`src/rtl/class_score_topk_ranker_pkg.sv`:
```
// rank_pkg: shared types and constants for the class-score top-K ranker.
// Latency: n/a (types and constants only).
// Backpressure: n/a.
// Contents: FSM state enum, default-width score/slot types, disease class indices.
package rank_pkg;

  localparam int DEF_DATA_WIDTH  = 16;
  localparam int DEF_NUM_CLASSES = 15;
  localparam int DEF_IDX_W       = $clog2(DEF_NUM_CLASSES);

  typedef enum logic [1:0] {
    IDLE = 2'd0,
    SCAN = 2'd1,
    DONE = 2'd2
  } state_t;

  typedef logic signed [DEF_DATA_WIDTH-1:0] score_t;

  // One ranked slot at the default configuration; SW decoders use this layout.
  typedef struct packed {
    logic                 valid;
    logic [DEF_IDX_W-1:0] idx;
    score_t               score;
  } slot_t;

  // Class index of each finding in the classifier output vector.
  localparam int unsigned CLS_NO_FINDING         = 0;
  localparam int unsigned CLS_ATELECTASIS        = 1;
  localparam int unsigned CLS_CARDIOMEGALY       = 2;
  localparam int unsigned CLS_EFFUSION           = 3;
  localparam int unsigned CLS_INFILTRATION       = 4;
  localparam int unsigned CLS_MASS               = 5;
  localparam int unsigned CLS_NODULE             = 6;
  localparam int unsigned CLS_PNEUMONIA          = 7;
  localparam int unsigned CLS_PNEUMOTHORAX       = 8;
  localparam int unsigned CLS_CONSOLIDATION      = 9;
  localparam int unsigned CLS_EDEMA              = 10;
  localparam int unsigned CLS_EMPHYSEMA          = 11;
  localparam int unsigned CLS_FIBROSIS           = 12;
  localparam int unsigned CLS_PLEURAL_THICKENING = 13;
  localparam int unsigned CLS_HERNIA             = 14;

endpackage

```
`src/rtl/class_score_topk_ranker_if.sv`:
```
// Handshake bundle between score producer / result consumer and the ranker.
// Latency: n/a (wiring only).
// Backpressure: in_valid/in_ready on the score side, out_valid/out_ready on the result side.
// master = producer+consumer side, slave = ranker side.
interface class_score_topk_ranker_if #(
  parameter int DATA_WIDTH  = 16,
  parameter int NUM_CLASSES = 15,
  parameter int TOP_K       = 3,
  parameter int IDX_W       = $clog2(NUM_CLASSES),
  parameter int CNT_W       = $clog2(NUM_CLASSES + 1)
);
  logic                            in_valid;
  logic                            in_ready;
  logic [NUM_CLASSES*DATA_WIDTH-1:0] class_scores;
  logic [DATA_WIDTH-1:0]           threshold;
  logic                            out_valid;
  logic                            out_ready;
  logic [TOP_K*IDX_W-1:0]          topk_idx;
  logic [TOP_K*DATA_WIDTH-1:0]     topk_score;
  logic [TOP_K-1:0]                topk_above;
  logic [CNT_W-1:0]                num_above;

  modport master (
    output in_valid, class_scores, threshold, out_ready,
    input  in_ready, out_valid, topk_idx, topk_score, topk_above, num_above
  );

  modport slave (
    input  in_valid, class_scores, threshold, out_ready,
    output in_ready, out_valid, topk_idx, topk_score, topk_above, num_above
  );
endinterface

```
`src/rtl/class_score_topk_ranker_insert.sv`:
```
// topk_insert_unit: inserts one candidate into a descending sorted slot list.
// Latency: combinational.
// Backpressure: none.
// Ports: slot_*_i current slots (rank 0 = best), cand_*_i candidate, slot_*_o next slots.
module topk_insert_unit
  import rank_pkg::*;
#(
  parameter int DATA_WIDTH = 16,
  parameter int IDX_W      = 4,
  parameter int TOP_K      = 3
) (
  input  logic [TOP_K-1:0]            slot_vld_i,
  input  logic [TOP_K*IDX_W-1:0]      slot_idx_i,
  input  logic [TOP_K*DATA_WIDTH-1:0] slot_score_i,
  input  logic [DATA_WIDTH-1:0]       cand_score_i,
  input  logic [IDX_W-1:0]            cand_idx_i,
  output logic [TOP_K-1:0]            slot_vld_o,
  output logic [TOP_K*IDX_W-1:0]      slot_idx_o,
  output logic [TOP_K*DATA_WIDTH-1:0] slot_score_o
);

  // Slot list moved one rank down; rank 0 of these is a don't-care zero.
  logic [TOP_K-1:0]            vld_sh;
  logic [TOP_K*IDX_W-1:0]      idx_sh;
  logic [TOP_K*DATA_WIDTH-1:0] score_sh;

  assign vld_sh   = slot_vld_i << 1;
  assign idx_sh   = slot_idx_i << IDX_W;
  assign score_sh = slot_score_i << DATA_WIDTH;

  always_comb begin
    logic seen;
    logic take;
    seen         = 1'b0;
    take         = 1'b0;
    slot_vld_o   = slot_vld_i;
    slot_idx_o   = slot_idx_i;
    slot_score_o = slot_score_i;
    for (int r = 0; r < TOP_K; r++) begin
      // Strict '>' keeps an equal, earlier class ahead of the candidate.
      take = !slot_vld_i[r] ||
             ($signed(cand_score_i) > $signed(slot_score_i[r*DATA_WIDTH +: DATA_WIDTH]));
      if (seen) begin
        slot_vld_o[r]                              = vld_sh[r];
        slot_idx_o[r*IDX_W +: IDX_W]               = idx_sh[r*IDX_W +: IDX_W];
        slot_score_o[r*DATA_WIDTH +: DATA_WIDTH]   = score_sh[r*DATA_WIDTH +: DATA_WIDTH];
      end else if (take) begin
        slot_vld_o[r]                              = 1'b1;
        slot_idx_o[r*IDX_W +: IDX_W]               = cand_idx_i;
        slot_score_o[r*DATA_WIDTH +: DATA_WIDTH]   = cand_score_i;
      end
      seen = seen | take;
    end
  end

endmodule

```
`src/rtl/class_score_topk_ranker.sv`:
```
// class_score_topk_ranker: sequential top-K ranking of a classifier score vector.
// Latency: out_valid rises NUM_CLASSES edges after accept; one vector per NUM_CLASSES+2 cycles.
// Backpressure: in_ready only in IDLE; results held stable while out_valid && !out_ready.
// Ports: clk, rst (async, active-high), bus (slave modport: score input, ranked result output).
module class_score_topk_ranker
  import rank_pkg::*;
#(
  parameter int DATA_WIDTH  = 16,
  parameter int FRAC        = 8,
  parameter int NUM_CLASSES = 15,
  parameter int TOP_K       = 3,
  parameter int IDX_W       = $clog2(NUM_CLASSES),
  parameter int CNT_W       = $clog2(NUM_CLASSES + 1)
) (
  input logic clk,
  input logic rst,
  class_score_topk_ranker_if.slave bus
);

  // FRAC only documents the score format; reject configurations that cannot hold it.
  if (FRAC > DATA_WIDTH) begin : g_bad_frac
    $error("FRAC exceeds DATA_WIDTH");
  end
  if (NUM_CLASSES < 2 || TOP_K < 1 || TOP_K > NUM_CLASSES) begin : g_bad_cfg
    $error("illegal NUM_CLASSES / TOP_K combination");
  end

  localparam logic [IDX_W-1:0] LAST_IDX = IDX_W'(NUM_CLASSES - 1);

  state_t state_q, state_d;

  logic [IDX_W-1:0]                  cnt_q, cnt_d;
  logic [NUM_CLASSES*DATA_WIDTH-1:0] scores_q, scores_d;
  logic [DATA_WIDTH-1:0]             thr_q, thr_d;
  logic [TOP_K-1:0]                  slot_vld_q, slot_vld_d;
  logic [TOP_K*IDX_W-1:0]            slot_idx_q, slot_idx_d;
  logic [TOP_K*DATA_WIDTH-1:0]       slot_score_q, slot_score_d;
  logic [CNT_W-1:0]                  num_above_q, num_above_d;

  logic [TOP_K-1:0]                  ins_vld;
  logic [TOP_K*IDX_W-1:0]            ins_idx;
  logic [TOP_K*DATA_WIDTH-1:0]       ins_score;
  logic [DATA_WIDTH-1:0]             cand_score;
  logic                              accept;

  assign accept     = (state_q == IDLE) && bus.in_valid;
  assign cand_score = scores_q[cnt_q*DATA_WIDTH +: DATA_WIDTH];

  topk_insert_unit #(
    .DATA_WIDTH (DATA_WIDTH),
    .IDX_W      (IDX_W),
    .TOP_K      (TOP_K)
  ) u_insert (
    .slot_vld_i   (slot_vld_q),
    .slot_idx_i   (slot_idx_q),
    .slot_score_i (slot_score_q),
    .cand_score_i (cand_score),
    .cand_idx_i   (cnt_q),
    .slot_vld_o   (ins_vld),
    .slot_idx_o   (ins_idx),
    .slot_score_o (ins_score)
  );

  // FSM: state register
  always_ff @(posedge clk or posedge rst) begin
    if (rst) state_q <= IDLE;
    else     state_q <= state_d;
  end

  // FSM: next state
  always_comb begin
    state_d = state_q;
    case (state_q)
      IDLE:    if (bus.in_valid) state_d = SCAN;
      SCAN:    if (cnt_q == LAST_IDX) state_d = DONE;
      DONE:    if (bus.out_ready) state_d = IDLE;
      default: state_d = IDLE;
    endcase
  end

  // FSM: outputs
  always_comb begin
    bus.in_ready  = (state_q == IDLE);
    bus.out_valid = (state_q == DONE);
  end

  // Datapath next state: capture on accept, one insertion per SCAN edge, hold otherwise.
  always_comb begin
    cnt_d        = cnt_q;
    scores_d     = scores_q;
    thr_d        = thr_q;
    slot_vld_d   = slot_vld_q;
    slot_idx_d   = slot_idx_q;
    slot_score_d = slot_score_q;
    num_above_d  = num_above_q;
    if (accept) begin
      scores_d     = bus.class_scores;
      thr_d        = bus.threshold;
      slot_vld_d   = '0;
      slot_idx_d   = '0;
      slot_score_d = '0;
      num_above_d  = '0;
      cnt_d        = '0;
    end else if (state_q == SCAN) begin
      slot_vld_d   = ins_vld;
      slot_idx_d   = ins_idx;
      slot_score_d = ins_score;
      if ($signed(cand_score) >= $signed(thr_q)) num_above_d = num_above_q + CNT_W'(1);
      if (cnt_q != LAST_IDX) cnt_d = cnt_q + IDX_W'(1);
    end
  end

  always_ff @(posedge clk or posedge rst) begin
    if (rst) begin
      cnt_q        <= '0;
      scores_q     <= '0;
      thr_q        <= '0;
      slot_vld_q   <= '0;
      slot_idx_q   <= '0;
      slot_score_q <= '0;
      num_above_q  <= '0;
    end else begin
      cnt_q        <= cnt_d;
      scores_q     <= scores_d;
      thr_q        <= thr_d;
      slot_vld_q   <= slot_vld_d;
      slot_idx_q   <= slot_idx_d;
      slot_score_q <= slot_score_d;
      num_above_q  <= num_above_d;
    end
  end

  assign bus.topk_idx   = slot_idx_q;
  assign bus.topk_score = slot_score_q;
  assign bus.num_above  = num_above_q;

  // Gated by slot valid so cleared slots never report as above threshold.
  always_comb begin
    bus.topk_above = '0;
    for (int r = 0; r < TOP_K; r++) begin
      bus.topk_above[r] = slot_vld_q[r] &&
        ($signed(slot_score_q[r*DATA_WIDTH +: DATA_WIDTH]) >= $signed(thr_q));
    end
  end

endmodule

```
`src/flat_wrapper.sv`:
```
// flat-port wrapper written by rule: the top's interface ports become plain ports
module class_score_topk_ranker_flat import rank_pkg::*;
#(
  parameter int DATA_WIDTH  = 16,
  parameter int FRAC        = 8,
  parameter int NUM_CLASSES = 15,
  parameter int TOP_K       = 3,
  parameter int IDX_W       = $clog2(NUM_CLASSES),
  parameter int CNT_W       = $clog2(NUM_CLASSES + 1)
)
  (clk, rst, bus_in_valid, bus_class_scores, bus_threshold, bus_out_ready, bus_in_ready, bus_out_valid, bus_topk_idx, bus_topk_score, bus_topk_above, bus_num_above);
  class_score_topk_ranker_if #(.DATA_WIDTH(DATA_WIDTH), .NUM_CLASSES(NUM_CLASSES), .TOP_K(TOP_K), .IDX_W(IDX_W), .CNT_W(CNT_W)) bus_i ();
  input logic clk;
  input logic rst;
  input wire logic [$bits(bus_i.in_valid)-1:0] bus_in_valid;
  input wire logic [$bits(bus_i.class_scores)-1:0] bus_class_scores;
  input wire logic [$bits(bus_i.threshold)-1:0] bus_threshold;
  input wire logic [$bits(bus_i.out_ready)-1:0] bus_out_ready;
  output wire logic [$bits(bus_i.in_ready)-1:0] bus_in_ready;
  output wire logic [$bits(bus_i.out_valid)-1:0] bus_out_valid;
  output wire logic [$bits(bus_i.topk_idx)-1:0] bus_topk_idx;
  output wire logic [$bits(bus_i.topk_score)-1:0] bus_topk_score;
  output wire logic [$bits(bus_i.topk_above)-1:0] bus_topk_above;
  output wire logic [$bits(bus_i.num_above)-1:0] bus_num_above;
  assign bus_i.in_valid = bus_in_valid;
  assign bus_i.class_scores = bus_class_scores;
  assign bus_i.threshold = bus_threshold;
  assign bus_i.out_ready = bus_out_ready;
  assign bus_in_ready = bus_i.in_ready;
  assign bus_out_valid = bus_i.out_valid;
  assign bus_topk_idx = bus_i.topk_idx;
  assign bus_topk_score = bus_i.topk_score;
  assign bus_topk_above = bus_i.topk_above;
  assign bus_num_above = bus_i.num_above;
  class_score_topk_ranker #(.DATA_WIDTH(DATA_WIDTH), .FRAC(FRAC), .NUM_CLASSES(NUM_CLASSES), .TOP_K(TOP_K), .IDX_W(IDX_W), .CNT_W(CNT_W)) u_core (.clk(clk), .rst(rst), .bus(bus_i));
endmodule
```
`config.mk`:
```
export PLATFORM = sky130hd
export DESIGN_NAME = class_score_topk_ranker_flat
export DESIGN_NICKNAME = d
export VERILOG_FILES = /design/src/rtl/class_score_topk_ranker_pkg.sv /design/src/rtl/class_score_topk_ranker_if.sv /design/src/rtl/class_score_topk_ranker_insert.sv /design/src/rtl/class_score_topk_ranker.sv /design/src/flat_wrapper.sv
export SDC_FILE = /design/constraint.sdc
export NUM_CORES = 1
export LEC_CHECK = 0
export CAP_MARGIN = 10
export CORE_ASPECT_RATIO = 2
export CORE_UTILIZATION = 45
export DETAILED_ROUTE_END_ITERATION = 8
export PLACE_DENSITY = 0.71
export SLEW_MARGIN = 0
export SYNTH_ARGS = -nofsm -noshare
export SYNTH_HDL_FRONTEND = slang
export SYNTH_SLANG_ARGS = --single-unit
```
`constraint.sdc`:
```
create_clock -name clk -period 19.5 [get_ports clk]
set_input_delay 1.95 -clock clk [delete_from_list [all_inputs] [get_ports clk]]
set_output_delay 1.95 -clock clk [all_outputs]
set_load 0.05 [all_outputs]
```
==> results.yml <==
die:
  fp.dieW_um: 140.2
  core_um2: 37410
  rows: 100
  start_util_pct: 45.94
  ios: 329
  die_y_um: 278.4
  die_area_um2: 39030
global_route:
  grt_util_all_layers_pct: 31.42
  grt_antenna_before_repair: 3
  grt_pass1_vias: 15240
  grt_max_degree: 111
  grt_pass1_wl_mm: 90.00
  overflow: 0
synthesis:
  synth_commonest_cells: "806 x nand2_1, 329 x dfrtp_1, 115 x ha_1, 83 x clkbuf_1, 75 x inv_1"
  postSynthCellCount: 1860
  synth_nets: 2235
  yosys_warnings: 0
  synth-compound-area-share_pct: 8.910
  muxShareOfSynthArea_pct: 9.507
  synth_xor_area_share_pct: 0.2038
  synthAdderAreaFrac_pct: 8.372
  ys_seq_elements: 329
  syn_area_um2: 17190
  synth_top_cell_by_area: "dfrtp_1"
  synth-simple-area-share_pct: 21.10
  yosysSeqAreaShare_pct: 47.90
  synth_edf_count: 0
  synth_top_family_by_area: "simple AND/OR/NAND/NOR gates"
  synth-async-reset-ratio_pct: 100.0
  synth_top_area_share_pct: 47.90
  syn_area_per_cell_um2: 9.241
  synth.most_common_cell: "nand2_1"
  synth.distinct_cells: 53
  ys.flop_type: "dfrtp_1"
  synth_area_leaders: "dfrtp_1 48%, nand2_1 18%, mux4_2 8.4%, ha_1 8.4%, o21ai_0 2.0%"
sta:
  final_max_slew_viol_count: 0
  slew-limit-headroom_pct: 22.94
  clock_skew_ns: 0.01157
  tightest_slew_ns: 1.152
  fin_crit_sh_pct: 31.87
  postLayoutSetupSlackWorst_ns: 13.28
  setup_tns_ns: 0
  max_freq_mhz: 160.9
  holdWs_ns: 0.4765
  hold_viol_final: 0
  rsz0062_at_grt: "no"
  finalCriticalPeriod_ns: 6.216
  setup_viol: 0
critical_path:
  worstRegToRegCells: 11
  startpoint: "u_core.cnt_q[0]"
  cp.required_ns: 19.94
  crit_fanout: 37
  cp.arrival_ns: 6.65
  r2r_slack_ns: 13.28
  path_class: "flop to flop"
  critPathCaptureType: "flop"
  timing.rr.end: "u_core.bus.topk_score[25]"
  reg2reg_from: "u_core.cnt_q[0]"
  startpoint_type: "flop"
placed_design:
  dp_hpwl_mm: 45.98
  io_buffers: 328
  place.gp.congestion: 0.9966
  dp_slack_ns: 13.33
worst_hold_path:
  hold_depth: 2
  min_path_type: "flop to flop"
  hp-start: "u_core.scores_q[118]"
  min_to: "u_core.scores_q[118]"
job:
  max_cap_viol_count: 0
clocking:
  cts_setup_buffers: 0
  hold_buffers: 0
  cts_num_sinks: 329
  cts_resized: 0
  clk_pin_slew_ns: 0.07
  cts_root_buffer: "clkbuf_16"
  clk_path_buf_depth: 3
  cts_buffers: 28
  cts_htree_levels: 1
  cts_tree: "done"
  clkLatencyLatePin_ns: 0.57
power_and_ir_drop:
  p_per_area_nw_per_um2: 220.5
  p_leak_nw: 10.54
  p_total_mw: 4.791
  peakVddDrop_uv: 118.2
cells_and_area:
  final_nets: 2504
  area_delta_synth_final_pct: 26.43
  final_layout_size_suffix_gt1_share_pct: 6.422
  final_util_pct: 58.08
routing:
  vias_per_cell: 5.610
  postRouteAntennaNets: 0
  drtPass1Iterations: 7
  routedWlPerCell_um: 22.99
  wl_mm: 59.98
  drt_iter0_drc: 1067
  drc: 0
  dr_total_vias: 14640
outcome:
  status: "completed"
routing by layer:
metal	part of all wire, %	GRT usage, %	vias up
met5	0.022	0	-
met4	11	31.36	2
met3	4.8	3.906	196
met2	51	54.53	613
met1	33	31.91	7050
li1	-	-	6775
cell type report:
| class | count | area (um2) |
|---|---|---|
| inverter | 75 | 289.0 |
| antenna | 1 | 2.502 |
| fill | 3244 | 15680 |
| timing repair buffer | 342 | 3388 |
| multi-input combinational | 1353 | 8287 |
| sequential | 329 | 8240 |
| clock buffer | 37 | 775.7 |
| tap | 459 | 574.3 |
| clock inverter | 13 | 172.7 |
critical path, stage by stage (launching register included):
cell and delay, ns:
dfrtp_4 0.87, buf_4 0.62, mux4_2 0.58, mux4_2 0.61, ha_1 0.36, nand4_2 0.16
or4_4 0.59, o211ai_2 0.22, mux2i_4 0.80, nand2b_1 0.76, o22ai_1 0.35, a21oi_1 0.11
where the power goes:
group | internal [mW] | switching [mW]
registers | 1.02 | 0.355
clock network | 0.333 | 0.258
logic | 1.11 | 1.71
total | 2.47 | 2.32
registers in the layout, indices dropped and copies added (netlist names):
| signal | flops |
|---|---|
| u_core.slot_vld_q | 3 |
| u_core.bus.topk_score | 48 |
| u_core.bus.num_above | 4 |
| u_core.thr_q | 16 |
| u_core.state_q | 2 |
| u_core.cnt_q | 4 |
| u_core.scores_q | 240 |
| u_core.bus.topk_idx | 12 |
how the worst max path moves through the flow:
stage                                end  cells past startpoint
2_1_floorplan    u_core.bus.num_above[0]                      1
3_3_place_gp   u_core.bus.topk_score[17]                     11
3_5_place_dp   u_core.bus.topk_score[38]                     12
4_1_cts        u_core.bus.topk_score[38]                     12
5_1_grt        u_core.bus.topk_score[25]                     11
6_report       u_core.bus.topk_score[25]                     11
through the flow:
stage | cell area, um2 | std cells
after floorplan | 17190 | 1860
after global placement | 20780 | 2558
after detailed placement | 20780 | 2558
after CTS | 21730 | 2608
after global routing | 21730 | 2609
final | 21730 | 2609
layout by cell type, fill, tap and decap left out, drive strengths merged, types with 2 or more instances in the layout:
cell / n
a211oi: 5
a21o: 22
a21oi: 59
a221o: 20
a31o: 3
a41o: 2
and2: 22
buf: 14
bufinv: 4
clkbuf: 37
clkdlybuf4s50: 328
clkinv: 6
clkinvlp: 3
dfrtp: 329
ha: 115
inv: 75
mux2i: 18
mux4: 64
nand2: 806
nand2b: 5
nand3: 9
nand4: 24
nor2: 24
nor2b: 10
nor3: 3
nor4: 2
o211ai: 4
o21a: 2
o21ai: 71
o21bai: 3
o22ai: 22
o31ai: 18
or4: 2
xnor2: 2
xor2: 2
cells by family (layout without fill, tap and decap cells):
logic type | count (synthesis) | after routing
AOI/OAI and AO/OA | 241 | 241
DFF | 329 | 329
adders and majority gates | 115 | 115
xor gates and xnor gates | 4 | 4
buffers and inverters | 178 | 467
and+or+nand+nor | 911 | 911
muxes | 82 | 82
other | 0 | 1
(Power assumes the default switching activity.)
